**src/rtl/word_rx_pkg.sv**
```systemverilog
// ============================================================
// word_rx_pkg : shared host-link constants and receive states
// Rev 1.0
// ============================================================
`default_nettype none

package word_rx_pkg;

   localparam int BYTE_W         = 8;
   localparam int WORD_W         = 32;
   localparam int BYTES_PER_WORD = 4;

   typedef enum logic [1:0] {
      IDLE = 2'd0,
      RECV = 2'd1,
      HOLD = 2'd2
   } rx_state_t;

   // A disabled timeout (0 cycles) still needs a one-bit counter.
   function automatic int timer_width(input int cycles);
      return (cycles < 1) ? 1 : $clog2(cycles + 1);
   endfunction

endpackage

`default_nettype wire

```
**src/rtl/word_rx_if.sv**
```systemverilog
// ============================================================
// word_rx_if : byte strobe in, word valid/ack out, status pulses
// Rev 1.0
// ============================================================
`default_nettype none

interface word_rx_if;
   import word_rx_pkg::*;

   logic [BYTE_W-1:0] byte_in;
   logic              byte_valid;
   logic [WORD_W-1:0] word_out;
   logic              word_valid;
   logic              word_ack;
   logic              busy;
   logic              timeout;
   logic              overrun;

   modport master (
      output byte_in, byte_valid, word_ack,
      input  word_out, word_valid, busy, timeout, overrun
   );

   modport slave (
      input  byte_in, byte_valid, word_ack,
      output word_out, word_valid, busy, timeout, overrun
   );

endinterface

`default_nettype wire

```
**src/rtl/word_rx_byte_timer.sv**
```systemverilog
// ============================================================
// rx_byte_timer : saturating inter-byte gap counter
// Rev 1.0
// ============================================================
`default_nettype none

module rx_byte_timer
   import word_rx_pkg::*;
#(
   parameter int TIMEOUT_CYCLES = 8192
) (
   input  logic clk,
   input  logic rst,
   input  logic clear,
   input  logic enable,
   output logic expired
);

   localparam int              CNT_W   = timer_width(TIMEOUT_CYCLES);
   localparam logic [CNT_W-1:0] CNT_MAX = '1;
   localparam logic [CNT_W-1:0] LIMIT   =
      CNT_W'((TIMEOUT_CYCLES == 0) ? 0 : TIMEOUT_CYCLES - 1);

   logic [CNT_W-1:0] count_q;
   logic [CNT_W-1:0] count_d;

   always_comb begin
      count_d = count_q;
      if (clear) begin
         count_d = '0;
      end else if (enable && (count_q != CNT_MAX)) begin
         count_d = count_q + CNT_W'(1);
      end
   end

   always_ff @(posedge clk) begin
      if (rst) begin
         count_q <= '0;
      end else begin
         count_q <= count_d;
      end
   end

   if (TIMEOUT_CYCLES == 0) begin : g_no_timeout
      assign expired = 1'b0;
   end else begin : g_timeout
      assign expired = (count_q == LIMIT);
   end

endmodule

`default_nettype wire

```
**src/rtl/word_rx.sv**
```systemverilog
// ============================================================
// word_rx : assembles four LSB-first bytes into a 32-bit word
// Rev 1.0
// ============================================================
`default_nettype none

module word_rx
   import word_rx_pkg::*;
#(
   parameter int TIMEOUT_CYCLES = 8192
) (
   input  logic        clk,
   input  logic        rst,
   word_rx_if.slave    bus
);

   localparam int         ASM_W     = (BYTES_PER_WORD - 1) * BYTE_W;
   localparam logic [1:0] LAST_LANE = 2'(BYTES_PER_WORD - 1);

   rx_state_t         state_q, state_d;
   logic [1:0]        byte_count_q, byte_count_d;
   logic [ASM_W-1:0]  asm_q, asm_d;
   logic [WORD_W-1:0] word_q, word_d;
   logic              word_valid_q, word_valid_d;
   logic              timeout_q, timeout_d;
   logic              overrun_q, overrun_d;
   logic              timer_clear;
   logic              timer_expired;

   // Gap timer only runs between bytes of a partial word.
   assign timer_clear = (state_q != RECV) || bus.byte_valid;

   rx_byte_timer #(
      .TIMEOUT_CYCLES (TIMEOUT_CYCLES)
   ) u_timer (
      .clk     (clk),
      .rst     (rst),
      .clear   (timer_clear),
      .enable  (1'b1),
      .expired (timer_expired)
   );

   always_ff @(posedge clk) begin
      if (rst) begin
         state_q      <= IDLE;
         byte_count_q <= '0;
         asm_q        <= '0;
         word_q       <= '0;
         word_valid_q <= 1'b0;
         timeout_q    <= 1'b0;
         overrun_q    <= 1'b0;
      end else begin
         state_q      <= state_d;
         byte_count_q <= byte_count_d;
         asm_q        <= asm_d;
         word_q       <= word_d;
         word_valid_q <= word_valid_d;
         timeout_q    <= timeout_d;
         overrun_q    <= overrun_d;
      end
   end

   always_comb begin
      state_d      = state_q;
      byte_count_d = byte_count_q;
      asm_d        = asm_q;
      word_d       = word_q;
      word_valid_d = word_valid_q;
      timeout_d    = 1'b0;
      overrun_d    = 1'b0;

      case (state_q)
         IDLE: begin
            if (bus.byte_valid) begin
               asm_d[BYTE_W-1:0] = bus.byte_in;
               byte_count_d      = 2'd1;
               state_d           = RECV;
            end
         end
         RECV: begin
            if (bus.byte_valid) begin
               if (byte_count_q == LAST_LANE) begin
                  word_d       = {bus.byte_in, asm_q};
                  word_valid_d = 1'b1;
                  byte_count_d = '0;
                  state_d      = HOLD;
               end else begin
                  for (int i = 0; i < BYTES_PER_WORD - 1; i++) begin
                     if (byte_count_q == 2'(i)) begin
                        asm_d[i*BYTE_W +: BYTE_W] = bus.byte_in;
                     end
                  end
                  byte_count_d = byte_count_q + 2'd1;
               end
            end else if (timer_expired) begin
               timeout_d    = 1'b1;
               byte_count_d = '0;
               state_d      = IDLE;
            end
         end
         HOLD: begin
            if (bus.word_ack) begin
               word_valid_d = 1'b0;
               if (bus.byte_valid) begin
                  asm_d[BYTE_W-1:0] = bus.byte_in;
                  byte_count_d      = 2'd1;
                  state_d           = RECV;
               end else begin
                  state_d = IDLE;
               end
            end else if (bus.byte_valid) begin
               overrun_d = 1'b1;
            end
         end
         default: begin
            state_d      = IDLE;
            byte_count_d = '0;
         end
      endcase
   end

   always_comb begin
      bus.word_out   = word_q;
      bus.word_valid = word_valid_q;
      bus.busy       = (state_q == RECV);
      bus.timeout    = timeout_q;
      bus.overrun    = overrun_q;
   end

endmodule

`default_nettype wire

```
**src/flat_wrapper.sv**
```systemverilog
// flat-port wrapper written by rule: the top's interface ports become plain ports
module word_rx_flat import word_rx_pkg::*;
#(
   parameter int TIMEOUT_CYCLES = 8192
)
  (clk, rst, bus_byte_in, bus_byte_valid, bus_word_ack, bus_word_out, bus_word_valid, bus_busy, bus_timeout, bus_overrun);
  word_rx_if bus_i ();
  input  logic clk;
  input  logic rst;
  input wire logic [$bits(bus_i.byte_in)-1:0] bus_byte_in;
  input wire logic [$bits(bus_i.byte_valid)-1:0] bus_byte_valid;
  input wire logic [$bits(bus_i.word_ack)-1:0] bus_word_ack;
  output wire logic [$bits(bus_i.word_out)-1:0] bus_word_out;
  output wire logic [$bits(bus_i.word_valid)-1:0] bus_word_valid;
  output wire logic [$bits(bus_i.busy)-1:0] bus_busy;
  output wire logic [$bits(bus_i.timeout)-1:0] bus_timeout;
  output wire logic [$bits(bus_i.overrun)-1:0] bus_overrun;
  assign bus_i.byte_in = bus_byte_in;
  assign bus_i.byte_valid = bus_byte_valid;
  assign bus_i.word_ack = bus_word_ack;
  assign bus_word_out = bus_i.word_out;
  assign bus_word_valid = bus_i.word_valid;
  assign bus_busy = bus_i.busy;
  assign bus_timeout = bus_i.timeout;
  assign bus_overrun = bus_i.overrun;
  word_rx #(.TIMEOUT_CYCLES(TIMEOUT_CYCLES)) u_core (.clk(clk), .rst(rst), .bus(bus_i));
endmodule
```
**config.mk**
```make
export PLATFORM = sky130hd
export DESIGN_NAME = word_rx_flat
export DESIGN_NICKNAME = d
export VERILOG_FILES = /design/src/rtl/word_rx_pkg.sv /design/src/rtl/word_rx_if.sv /design/src/rtl/word_rx_byte_timer.sv /design/src/rtl/word_rx.sv /design/src/flat_wrapper.sv
export SDC_FILE = /design/constraint.sdc
export NUM_CORES = 1
export LEC_CHECK = 0
export CAP_MARGIN = 10
export CORE_AREA = 3 3 117 119
export DETAILED_ROUTE_END_ITERATION = 12
export DIE_AREA = 0 0 120 122
export PLACE_DENSITY_LB_ADDON = 0.05
export SETUP_SLACK_MARGIN = 0.02
export SYNTH_ARGS = -nofsm -noshare
export SYNTH_HDL_FRONTEND = slang
export SYNTH_HIERARCHICAL = 1
export SYNTH_SLANG_ARGS = --single-unit
export TNS_END_PERCENT = 10
```
**constraint.sdc**
```tcl
create_clock -name clk -period 3 [get_ports clk]
set_input_delay 0.6 -clock clk [delete_from_list [all_inputs] [get_ports clk]]
set_output_delay 0.6 -clock clk [all_outputs]
set_load 0.005 [all_outputs]
```
# After elaboration in Yosys (flattened, before gate mapping)
# Cells that the tools add are included.
[op_classes]
n_addsub = 2
n_mul = 0
n_div = 0
magnitude_cmp = 0
eq_ne = 16
n_shift = 0
muxes = 24
n_bitwise = 3
n_reduce_logical = 15
[op_table]
columns = ["cell", "count"]
rows = [
  ["2-to-1 mux 8 bit", 5],
  ["one-hot mux 8 bit (3 select lines)", 1],
  ["2-to-1 mux 2 bit", 9],
  ["AND reduction 4 bit", 4],
  ["adder 14 x 1 -> 14 bit, second input constant", 1],
  ["== test 14 x 13 -> 1 bit, second input constant", 1],
  ["inequality test 14 bit, second input constant", 1],
  ["one-hot mux 2 bit (3 select lines)", 2],
  ["inequality test 2 bit, second input constant", 4],
  ["== test 2 bit, second input constant", 3],
  ["2-to-1 mux 1 bit", 6],
  ["inequality test 2 x 1 -> 1 bit, second input constant", 3],
  ["inequality test 3 x 2 -> 1 bit, second input constant", 2],
  ["OR reduction 3 bit", 2],
  ["AND reduction 5 bit", 1],
  ["== test 2 x 1 -> 1 bit, second input constant", 2],
  ["logical NOT 2 bit", 2],
  ["inverter 1 bit", 3],
  ["AND reduction 3 bit", 1],
  ["nonzero test 3 bit", 1],
  ["adder 2 x 1 -> 2 bit, second input constant", 1],
  ["one-hot mux 1 bit (2 select lines)", 1],
  ["AND reduction 2 bit", 1],
  ["nonzero test 2 bit", 1],
  ["other kinds (2)", 2],
]
[word_totals]
register_bits = 77
latchBits = 0
mem_bits_rw = 0
romBits = 0
input_bits = 12
out_inout_bits = 36
wordCells = 70
memories = 0

# Depth between registers and ports, before layout
# Gate-level depths: netlist (run 1).
[logic_depth]
ltp_word = 5
ltp_mapped = 7
ltp_nobuf = 7

# Cells and area by module
# The synthesis (run 1) kept the hierarchy.
[modules_own_cells]
columns = ["module", "n_inst", "cells_per_inst", "area_per_inst_um2", "seq_area_each_um2"]
rows = [
  ["word_rx", 1, 278, 2491.1, 1261.2],
  ["rx_byte_timer", 1, 81, 684.4, 280.3],
]

# Worst setup path before layout (run 1)
# No wires, ideal clock.
[synth_path]
path_kind = "input-to-reg"
from = "input bus_byte_valid"
to = "register u_core.u_timer.count_q[12]"
setup_ns = 0.086
arrival_ns = 1.694
required_ns = 2.914
setup_slack_ns = 1.220
stages = 6
path_buffers = 3
cell_sequence = "buf_4 > nand2b_1 > or2_2 > clkbuf_1 > clkbuf_1 > a211oi_1"
[synth_via]
elab_chain_cells = 2
[synth_lines]
columns = ["item", "line", "text"]
rows = [
  ["start: declaration", "flat_wrapper.sv:11", "input wire logic [$bits(bus_i.byte_valid)-1:0] bus_byte_valid;"],
  ["logical OR 1 bit", "word_rx.sv:31", "assign timer_clear = (state_q != RECV) || bus.byte_valid;"],
  ["via u_core.timer_clear", "word_rx.sv:27", "logic timer_clear;"],
  ["OR reduction 2 bit (no line)", "n/a", ""],
  ["end signal: assignment", "word_rx_byte_timer.sv:40", "count_q <= count_d;"],
  ["end: declaration", "word_rx_byte_timer.sv:24", "logic [CNT_W-1:0] count_q;"],
]
# The timed path passes the listed nets, and every way through them passes these cells.
# A chain may end at the register's enable or synchronous reset.

# Worst setup path after layout (run 1)
[layout_path]
from = "register u_core.state_q[1]"
to = "output bus_busy"
[layout_via]
elab_chain_cells = 1
[layout_lines]
columns = ["item", "line", "text"]
rows = [
  ["start: declaration", "word_rx.sv:20", "rx_state_t state_q, state_d;"],
  ["start signal: assignment", "word_rx.sv:53", "state_q <= state_d;"],
  ["== test 2 x 1 -> 1 bit", "word_rx.sv:125", "bus.busy = (state_q == RECV);"],
  ["end: declaration", "flat_wrapper.sv:15", "output wire logic [$bits(bus_i.busy)-1:0] bus_busy;"],
]
# No other way between the ends.

==> results of run 1 <==
==> power groups by stage <==
stage	sequential [uW]	clock [uW]	combinational, uW
after floorplan	1060	0	62.1
after global placement	1070	0	95.6
after detailed placement	1070	0	95.6
after CTS	1040	1070	96.0
after global routing	1050	1110	104
final	1040	1020	93.2
==> registers in the layout, indices dropped and copies added (netlist names) <==
name / cells
u_core/state_q: 2
u_core/bus.word_out: 32
u_core/bus.overrun: 1
u_core/asm_q: 24
u_core/u_timer/count_q: 14
u_core/byte_count_q: 2
u_core/bus.timeout: 1
u_core/bus.word_valid: 1
==> critical path, delay by kind of cell, from the launching register on <==
| family | cells | cell delay (ns) |
|---|---|---|
| buf+inv | 1 | 0.45 |
| simple gates | 1 | 0.26 |
| flops | 1 | 0.58 |
==> cell type report <==
cell class	count	area [um^2]
clock buffers	11	243
clock inverters	5	36.3
fillers	1370	8600
inverters	7	26.3
multi-input cells	259	1510
flip-flops and latches	77	1540
well taps	172	215
repair buffers	51	495
==> logic make-up (layout without fill, tap and decap cells) <==
group / count (synthesis) / in the layout
AOI/OAI and AO/OA: 69 / 69
xor gates and xnor gates: 2 / 2
adders and majority gates: 6 / 6
buffers and inverters: 28 / 74
DFF: 77 / 77
muxes: 24 / 24
other: 1 / 6
and+or+nand+nor: 152 / 152
==> worst max-delay path by stage <==
stage                                               from                                 endpoint  slack [ns]  cells past startpoint
after floorplan                           bus_byte_valid  u_core/u_timer/count_q[12]$_SDFFE_PP0P_        1.22                      6
after global placement                    bus_byte_valid   u_core/u_timer/count_q[7]$_SDFFE_PP0P_        0.66                      4
after detailed placement                  bus_byte_valid   u_core/u_timer/count_q[7]$_SDFFE_PP0P_        0.62                      4
after CTS                 u_core/state_q[1]$_SDFFE_PP0P_                                 bus_busy        0.75                      2
after global routing      u_core/state_q[0]$_SDFFE_PP0P_                                 bus_busy        0.65                      2
final                     u_core/state_q[1]$_SDFFE_PP0P_                                 bus_busy        0.77                      2
==> synthesized netlist by cell type, types with 2 or more instances <==
| master | n | area, um^2 |
|---|---|---|
| sky130_fd_sc_hd__a211oi_1 | 5 | 37.5 |
| sky130_fd_sc_hd__a21oi_1 | 43 | 215 |
| sky130_fd_sc_hd__and3b_1 | 2 | 17.5 |
| sky130_fd_sc_hd__nand2b_1 | 14 | 87.6 |
| sky130_fd_sc_hd__nor2_1 | 10 | 37.5 |
| sky130_fd_sc_hd__mux2i_1 | 24 | 240 |
| sky130_fd_sc_hd__o31a_1 | 3 | 26.3 |
| sky130_fd_sc_hd__clkbuf_1 | 8 | 30.0 |
| sky130_fd_sc_hd__nand3_1 | 7 | 35.0 |
| sky130_fd_sc_hd__buf_2 | 6 | 30.0 |
| sky130_fd_sc_hd__or4_1 | 2 | 15.0 |
| sky130_fd_sc_hd__nand2_2 | 2 | 12.5 |
| sky130_fd_sc_hd__or3_1 | 4 | 25.0 |
| sky130_fd_sc_hd__nor4_1 | 5 | 31.3 |
| sky130_fd_sc_hd__inv_1 | 7 | 26.3 |
| sky130_fd_sc_hd__a31oi_1 | 2 | 12.5 |
| sky130_fd_sc_hd__ha_1 | 6 | 75.1 |
| sky130_fd_sc_hd__buf_4 | 4 | 30.0 |
| sky130_fd_sc_hd__nor3b_1 | 2 | 15.0 |
| sky130_fd_sc_hd__o21ai_0 | 6 | 30.0 |
| sky130_fd_sc_hd__and4b_1 | 2 | 20.0 |
| sky130_fd_sc_hd__nand2_1 | 89 | 334 |
| sky130_fd_sc_hd__xor2_1 | 2 | 17.5 |
| sky130_fd_sc_hd__and2b_1 | 2 | 15.0 |
| sky130_fd_sc_hd__dfxtp_1 | 77 | 1540 |
| sky130_fd_sc_hd__buf_6 | 2 | 22.5 |
| sky130_fd_sc_hd__and4_1 | 2 | 17.5 |
==> layer usage <==
metal / global-route usage [%] / up-vias / wire length (um)
met4: 3.87 / 0 / 110
met1: 14.0 / 1182 / 3720
li1: - / 1318 / -
met5: 0 / - / 0
met2: 18.1 / 42 / 3550
met3: 4.41 / 8 / 364
==> through the flow <==
stage	instance area, um^2	total power [uW]	setup WS (ns)	util, %	hold WS [ns]
after floorplan	3190	1130	1.22	-	0.432
after global placement	3790	1160	0.659	29.9	0.443
after detailed placement	3790	1160	0.622	29.9	0.446
after CTS	4070	2210	0.753	32.1	0.452
after global routing	4070	2260	0.645	32.1	0.472
final	4070	2160	0.767	32.1	0.451
==> impl_summary.txt, run 1 <==
----------------------------------------------------
[Outcome]
  Run status ... completed

[Detailed routing]
  Detailed Route Iter0 Violations ... 100
  Average routed wire per standard cell ... 13.3 um
  DR vias ... 2550
  Remaining antenna violation count after routing ... 0
  Detailed-route vias per instance ... 4.38
  Length of the first detailed-routing pass in iterations ... 4
  Number of remaining DRC errors ... 0
  DRT Wirelength ... 7750 um

[Yosys]
  Share of flip-flops with an asynchronous set or reset ... 0%
  Synth Warn # ... 6
  Cell area after synthesis ... 3180 um^2
  Primary flip-flop cell chosen by synthesis mapping ... sky130_fd_sc_hd__dfxtp_1
  Complex-gate fraction of the synthesized area ... 13.2%
  Multiplexer share of the synthesized area ... 7.57%
  Synth Area in XOR/XNOR ... 0.552%
  Syn avg cell area ... 8.85 um^2
  Number of flops mapped to enable cells by yosys ... 0
  Adder-cell area share of the yosys netlist ... 2.36%
  Main combinational cell family by area after synthesis ... simple AND/OR/NAND/NOR gates
  Post-synthesis cell type count ... 48
  Basic-gate share of the synthesized area counting and, or, nand and nor cells ... 23.2%
  Share of the yosys chip area belonging to registers ... 48.5%
  Synth Register Bits ... 77
  Synthesized netlist cell count ... 359

[CTS]
  Clock tree sinks ... 77
  Clock slew seen by the registers of the worst setup and hold paths ... 0.06 ns
  Num CTS Buffers ... 9
  Count of cells resized by post-cts repair ... 0
  Number of buffers inserted by hold repair at cts ... 0
  Maximum count of clock buffers along a single path ... 2
  Root cell of the clock tree ... sky130_fd_sc_hd__clkbuf_16
  TritonCTS clock tree ... done
  Number of setup buffers added after CTS ... 0
  Skew-Pair Late Insertion Delay ... 0.34 ns
  Number of levels the H-tree was split into ... 3

[Placement]
  PortBufs ... 47
  Weighted congestion at the end of routability-driven global placement ... 0.735
  Number of placed instances with taps included ... 566
  Detailed Place HPWL ... 5100 um

[Worst hold path]
  Number of cells on the worst hold path ... 2
  Type of the most critical hold path ... reg2reg
  Hold path start ... u_core/bus.word_out[9]$_SDFFE_PP0P_
  Min-Delay Endpoint ... u_core/bus.word_out[9]$_SDFFE_PP0P_

[Worst setup path]
  Critical R2R Capture ... u_core/byte_count_q[0]$_SDFFE_PP0P_
  Slowest cell on the critical path ... sky130_fd_sc_hd__dfxtp_1
  Critical Path Sink Type ... primary output
  Maximum fanout encountered on the critical timing path ... 15
  CP startpoint kind ... register
  Peak per-stage delay on the critical path ... 0.58 ns
  Cell depth of the worst flop-to-flop path ... 6
  Reg2reg setup slack ... 0.93 ns
  CP Data Arrival Time ... 1.63 ns
  Reg-to-Reg Start ... u_core/u_timer/count_q[0]$_SDFFE_PP0P_
  Cells along the critical path ... and2b_1 > clkdlybuf4s50_1
  Worst setup path class ... reg2out
  Worst EP required ... 2.40 ns

[STA]
  Number of failing setup endpoints in the final timing report ... 0
  Share of the clock period used by the worst path ... 74.4%
  Remaining max-slew budget at the tightest pin ... 51.3%
  Maximum clock frequency ... 448 MHz
  Unrepaired setup endpoints after global routing ... false
  Slew @ Worst Pin ... 0.722 ns
  Final Max Tran Viols ... 0
  Final Hold Fails ... 0
  Tmin final ... 2.23 ns
  Worst-case clock skew ... 0.00505 ns
  Final sum of negative setup slack ... 0 ns

[Die]
  Die Y ... 122 um
  Die extent in x ... 120 um
  Initial Util ... 25.1%
  Std-Cell Core Area ... 12700 um^2
  Number of top-level design ports ... 48
  Area of the die ... 14600 um^2
  Number of rows created at floorplan ... 41

[Layout]
  Commonest non-fill, non-tap cell in the layout ... sky130_fd_sc_hd__nand2_1
  Number of diodes added for antenna fixing ... 0
  Syn-to-layout area delta ... 28.1%
  Finished Layout Cells ... 582
  Final Net Count ... 423
  Fraction of layout cells with a size suffix above 1 ... 6.83%
  Highest-count cells in the layout ignoring fill and taps ... sky130_fd_sc_hd__nand2_1, sky130_fd_sc_hd__dfxtp_1, sky130_fd_sc_hd__clkdlybuf4s50_1, sky130_fd_sc_hd__a21oi_1, sky130_fd_sc_hd__mux2i_1

[Global routing]
  Total gr overflow ... 0
  Maximum number of pins on one net before global-route repair ... 54
  Number of antenna violations at the first check in global routing ... 0
  Wire length of the first global-routing pass ... 12900 um
  Via count of the first global-routing pass ... 2501
  Total global-route track usage ... 11.3%

[Power and ir drop]
  Switching Fraction ... 23.2%
  Switching power of the nets ... 500 uW
  Leak pwr ... 0.00146 uW
  Portion of total power attributed to sequential cells ... 48.5%
  Internal power consumption ... 1660 uW
  Combinational cell fraction of total power ... 4.3%
  Largest vdd supply drop ... 0.219 mV
  Clock network fraction of design power ... 47.2%
  Areal power density over the cells ... 530 nW/um^2

[Run]
  Max Cap Viol ... 0

----------------------------------------------------
Power figures use the tool's default switching activity.
==> run 2, diff against run 1 <==
clock period = 2.3 ns   (was 3 ns; I/O delays follow)
==> run 2 against run 1 <==
Net effect: sequential share of layout area down 0.85 points; routed wire length up 2.5%; first-iteration DRC count down 23%; sequential power up 31%; combinational power up 39%; clock skew down 0.0012 ns; utilization up 0.74 points; largest power group is now the clock network; highest routed layer unchanged.
==> impl_summary.txt, run 2 (same netlist as run 1, synthesis figures left out) <==
----------------------------------------------------
[CTS]
  Num CTS Buffers ... 9
  Clock slew seen by the registers of the worst setup and hold paths ... 0.06 ns
  TritonCTS clock tree ... done
  Number of levels the H-tree was split into ... 3
  Number of buffers inserted by hold repair at cts ... 0
  Clock tree sinks ... 77
  Skew-Pair Late Insertion Delay ... 0.34 ns
  Maximum count of clock buffers along a single path ... 2
  Count of cells resized by post-cts repair ... 0
  Number of setup buffers added after CTS ... 0
  Root cell of the clock tree ... sky130_fd_sc_hd__clkbuf_16

[Detailed routing]
  Detailed Route Iter0 Violations ... 77
  Length of the first detailed-routing pass in iterations ... 4
  Average routed wire per standard cell ... 13.5 um
  Remaining antenna violation count after routing ... 0
  Detailed-route vias per instance ... 4.39
  Number of remaining DRC errors ... 0
  DRT Wirelength ... 7950 um
  DR vias ... 2578

[Die]
  Area of the die ... 14600 um^2
  Die Y ... 122 um
  Number of rows created at floorplan ... 41
  Std-Cell Core Area ... 12700 um^2
  Die extent in x ... 120 um
  Initial Util ... 25.1%
  Number of top-level design ports ... 48

[Power and ir drop]
  Portion of total power attributed to sequential cells ... 46.0%
  Leak pwr ... 0.00153 uW
  Switching Fraction ... 22.0%
  Switching power of the nets ... 649 uW
  Combinational cell fraction of total power ... 4.4%
  Internal power consumption ... 2310 uW
  Clock network fraction of design power ... 49.6%
  Largest vdd supply drop ... 0.308 mV
  Areal power density over the cells ... 710 nW/um^2

[STA]
  Worst-case clock skew ... 0.00380 ns
  Tmin final ... 1.98 ns
  Unrepaired setup endpoints after global routing ... false
  Final Hold Fails ... 0
  Remaining max-slew budget at the tightest pin ... 49.6%
  Number of failing setup endpoints in the final timing report ... 0
  Final Max Tran Viols ... 0
  Final sum of negative setup slack ... 0 ns
  Share of the clock period used by the worst path ... 85.9%
  Maximum clock frequency ... 506 MHz
  Slew @ Worst Pin ... 0.749 ns

[Global routing]
  Maximum number of pins on one net before global-route repair ... 35
  Via count of the first global-routing pass ... 2470
  Total gr overflow ... 0
  Wire length of the first global-routing pass ... 13000 um
  Number of antenna violations at the first check in global routing ... 0
  Total global-route track usage ... 11.5%

[Placement]
  Weighted congestion at the end of routability-driven global placement ... 0.729
  Detailed Place HPWL ... 5340 um
  PortBufs ... 47
  Number of placed instances with taps included ... 571

[Layout]
  Commonest non-fill, non-tap cell in the layout ... sky130_fd_sc_hd__nand2_1
  Number of diodes added for antenna fixing ... 0
  Fraction of layout cells with a size suffix above 1 ... 8.19%
  Highest-count cells in the layout ignoring fill and taps ... sky130_fd_sc_hd__nand2_1, sky130_fd_sc_hd__dfxtp_1, sky130_fd_sc_hd__clkdlybuf4s50_1, sky130_fd_sc_hd__a21oi_1, sky130_fd_sc_hd__mux2i_1
  Flip-flop count of the largest register, all copies and words added ... 32
  Finished Layout Cells ... 587
  Final Net Count ... 428
  Syn-to-layout area delta ... 31.0%

[Worst setup path]
  Maximum fanout encountered on the critical timing path ... 5
  Worst setup path class ... reg2reg
  Worst EP required ... 2.53 ns
  CP Data Arrival Time ... 2.21 ns
  CP startpoint kind ... register
  Reg2reg setup slack ... 0.32 ns
  Reg-to-Reg Start ... u_core/u_timer/count_q[0]$_SDFFE_PP0P_
  Critical R2R Capture ... u_core/byte_count_q[0]$_SDFFE_PP0P_
  Cell depth of the worst flop-to-flop path ... 7
  Critical Path Sink Type ... register

[Worst hold path]
  Min-Delay Endpoint ... u_core/bus.word_out[17]$_SDFFE_PP0P_
  Type of the most critical hold path ... reg2reg
  Hold path start ... u_core/bus.word_out[17]$_SDFFE_PP0P_
  Number of cells on the worst hold path ... 2

[Run]
  Max Cap Viol ... 0

[Outcome]
  Run status ... completed

----------------------------------------------------
[run 2: cell type report]
cell class	instances	area, um^2
Timing Repair Buffer	56	558
Clock inverter	5	57.6
Fill cell	1372	8510
Inverter	7	26.3
Tap cell	172	215
Clock buffer	11	253
Multi-Input combinational cell	259	1510
Sequential cell	77	1540
[run 2: worst max-delay path by stage]
stage / to / depth (start not counted) / startpoint
global placement: u_core/u_timer/count_q[7]$_SDFFE_PP0P_ / 4 / bus_byte_valid
floorplan: u_core/byte_count_q[0]$_SDFFE_PP0P_ / 6 / u_core/u_timer/count_q[0]$_SDFFE_PP0P_
CTS: u_core/byte_count_q[0]$_SDFFE_PP0P_ / 7 / u_core/u_timer/count_q[0]$_SDFFE_PP0P_
detailed placement: u_core/u_timer/count_q[7]$_SDFFE_PP0P_ / 4 / bus_byte_valid
finish: u_core/byte_count_q[0]$_SDFFE_PP0P_ / 7 / u_core/u_timer/count_q[0]$_SDFFE_PP0P_
global route: u_core/byte_count_q[0]$_SDFFE_PP0P_ / 7 / u_core/u_timer/count_q[0]$_SDFFE_PP0P_
[run 2: worst max-delay path, stage by stage, from the launching register on]
cell	delay, ns
sky130_fd_sc_hd__dfxtp_1	0.38
sky130_fd_sc_hd__ha_1	0.20
sky130_fd_sc_hd__nand4_1	0.18
sky130_fd_sc_hd__nor4_1	0.28
sky130_fd_sc_hd__buf_4	0.16
sky130_fd_sc_hd__and3b_1	0.26
sky130_fd_sc_hd__nor4_1	0.08
sky130_fd_sc_hd__a2111oi_2	0.33
[run 2: routing by layer]
metal | vias to the layer above | global-route usage [%] | routed length, um | part of all wire, %
met5 | - | 0 | 0 | 0
met4 | 0 | 3.65 | 108 | 1.4
met3 | 8 | 4.46 | 375 | 4.7
met2 | 46 | 18.9 | 3790 | 48
met1 | 1199 | 13.9 | 3670 | 46
li1 | 1325 | - | - | -
[run 2: power groups by stage]
stage / clock (uW) / sequential [uW] / combinational, uW
2_1_floorplan: 0 / 1390 / 81.0
3_3_place_gp: 0 / 1390 / 133
3_5_place_dp: 0 / 1390 / 133
4_1_cts: 1540 / 1360 / 134
5_1_grt: 1600 / 1360 / 145
6_report: 1460 / 1360 / 130
[run 2: through the flow]
step / worst slack [ns] / utilization [%] / area, um^2 / power [uW] / hold slack, ns
2_1_floorplan: 0.558 / - / 3190 / 1470 / 0.432
3_3_place_gp: 0.292 / 30.4 / 3850 / 1520 / 0.443
3_5_place_dp: 0.269 / 30.4 / 3850 / 1520 / 0.445
4_1_cts: 0.334 / 32.8 / 4160 / 3030 / 0.455
5_1_grt: 0.159 / 32.8 / 4160 / 3110 / 0.471
6_report: 0.323 / 32.8 / 4160 / 2960 / 0.450
==> run 3, diff against run 2 <==
CAP_MARGIN = unset   (was 10)
==> results of run 3 <==
Final layout, timing and power as in run 2 (identical DEF).
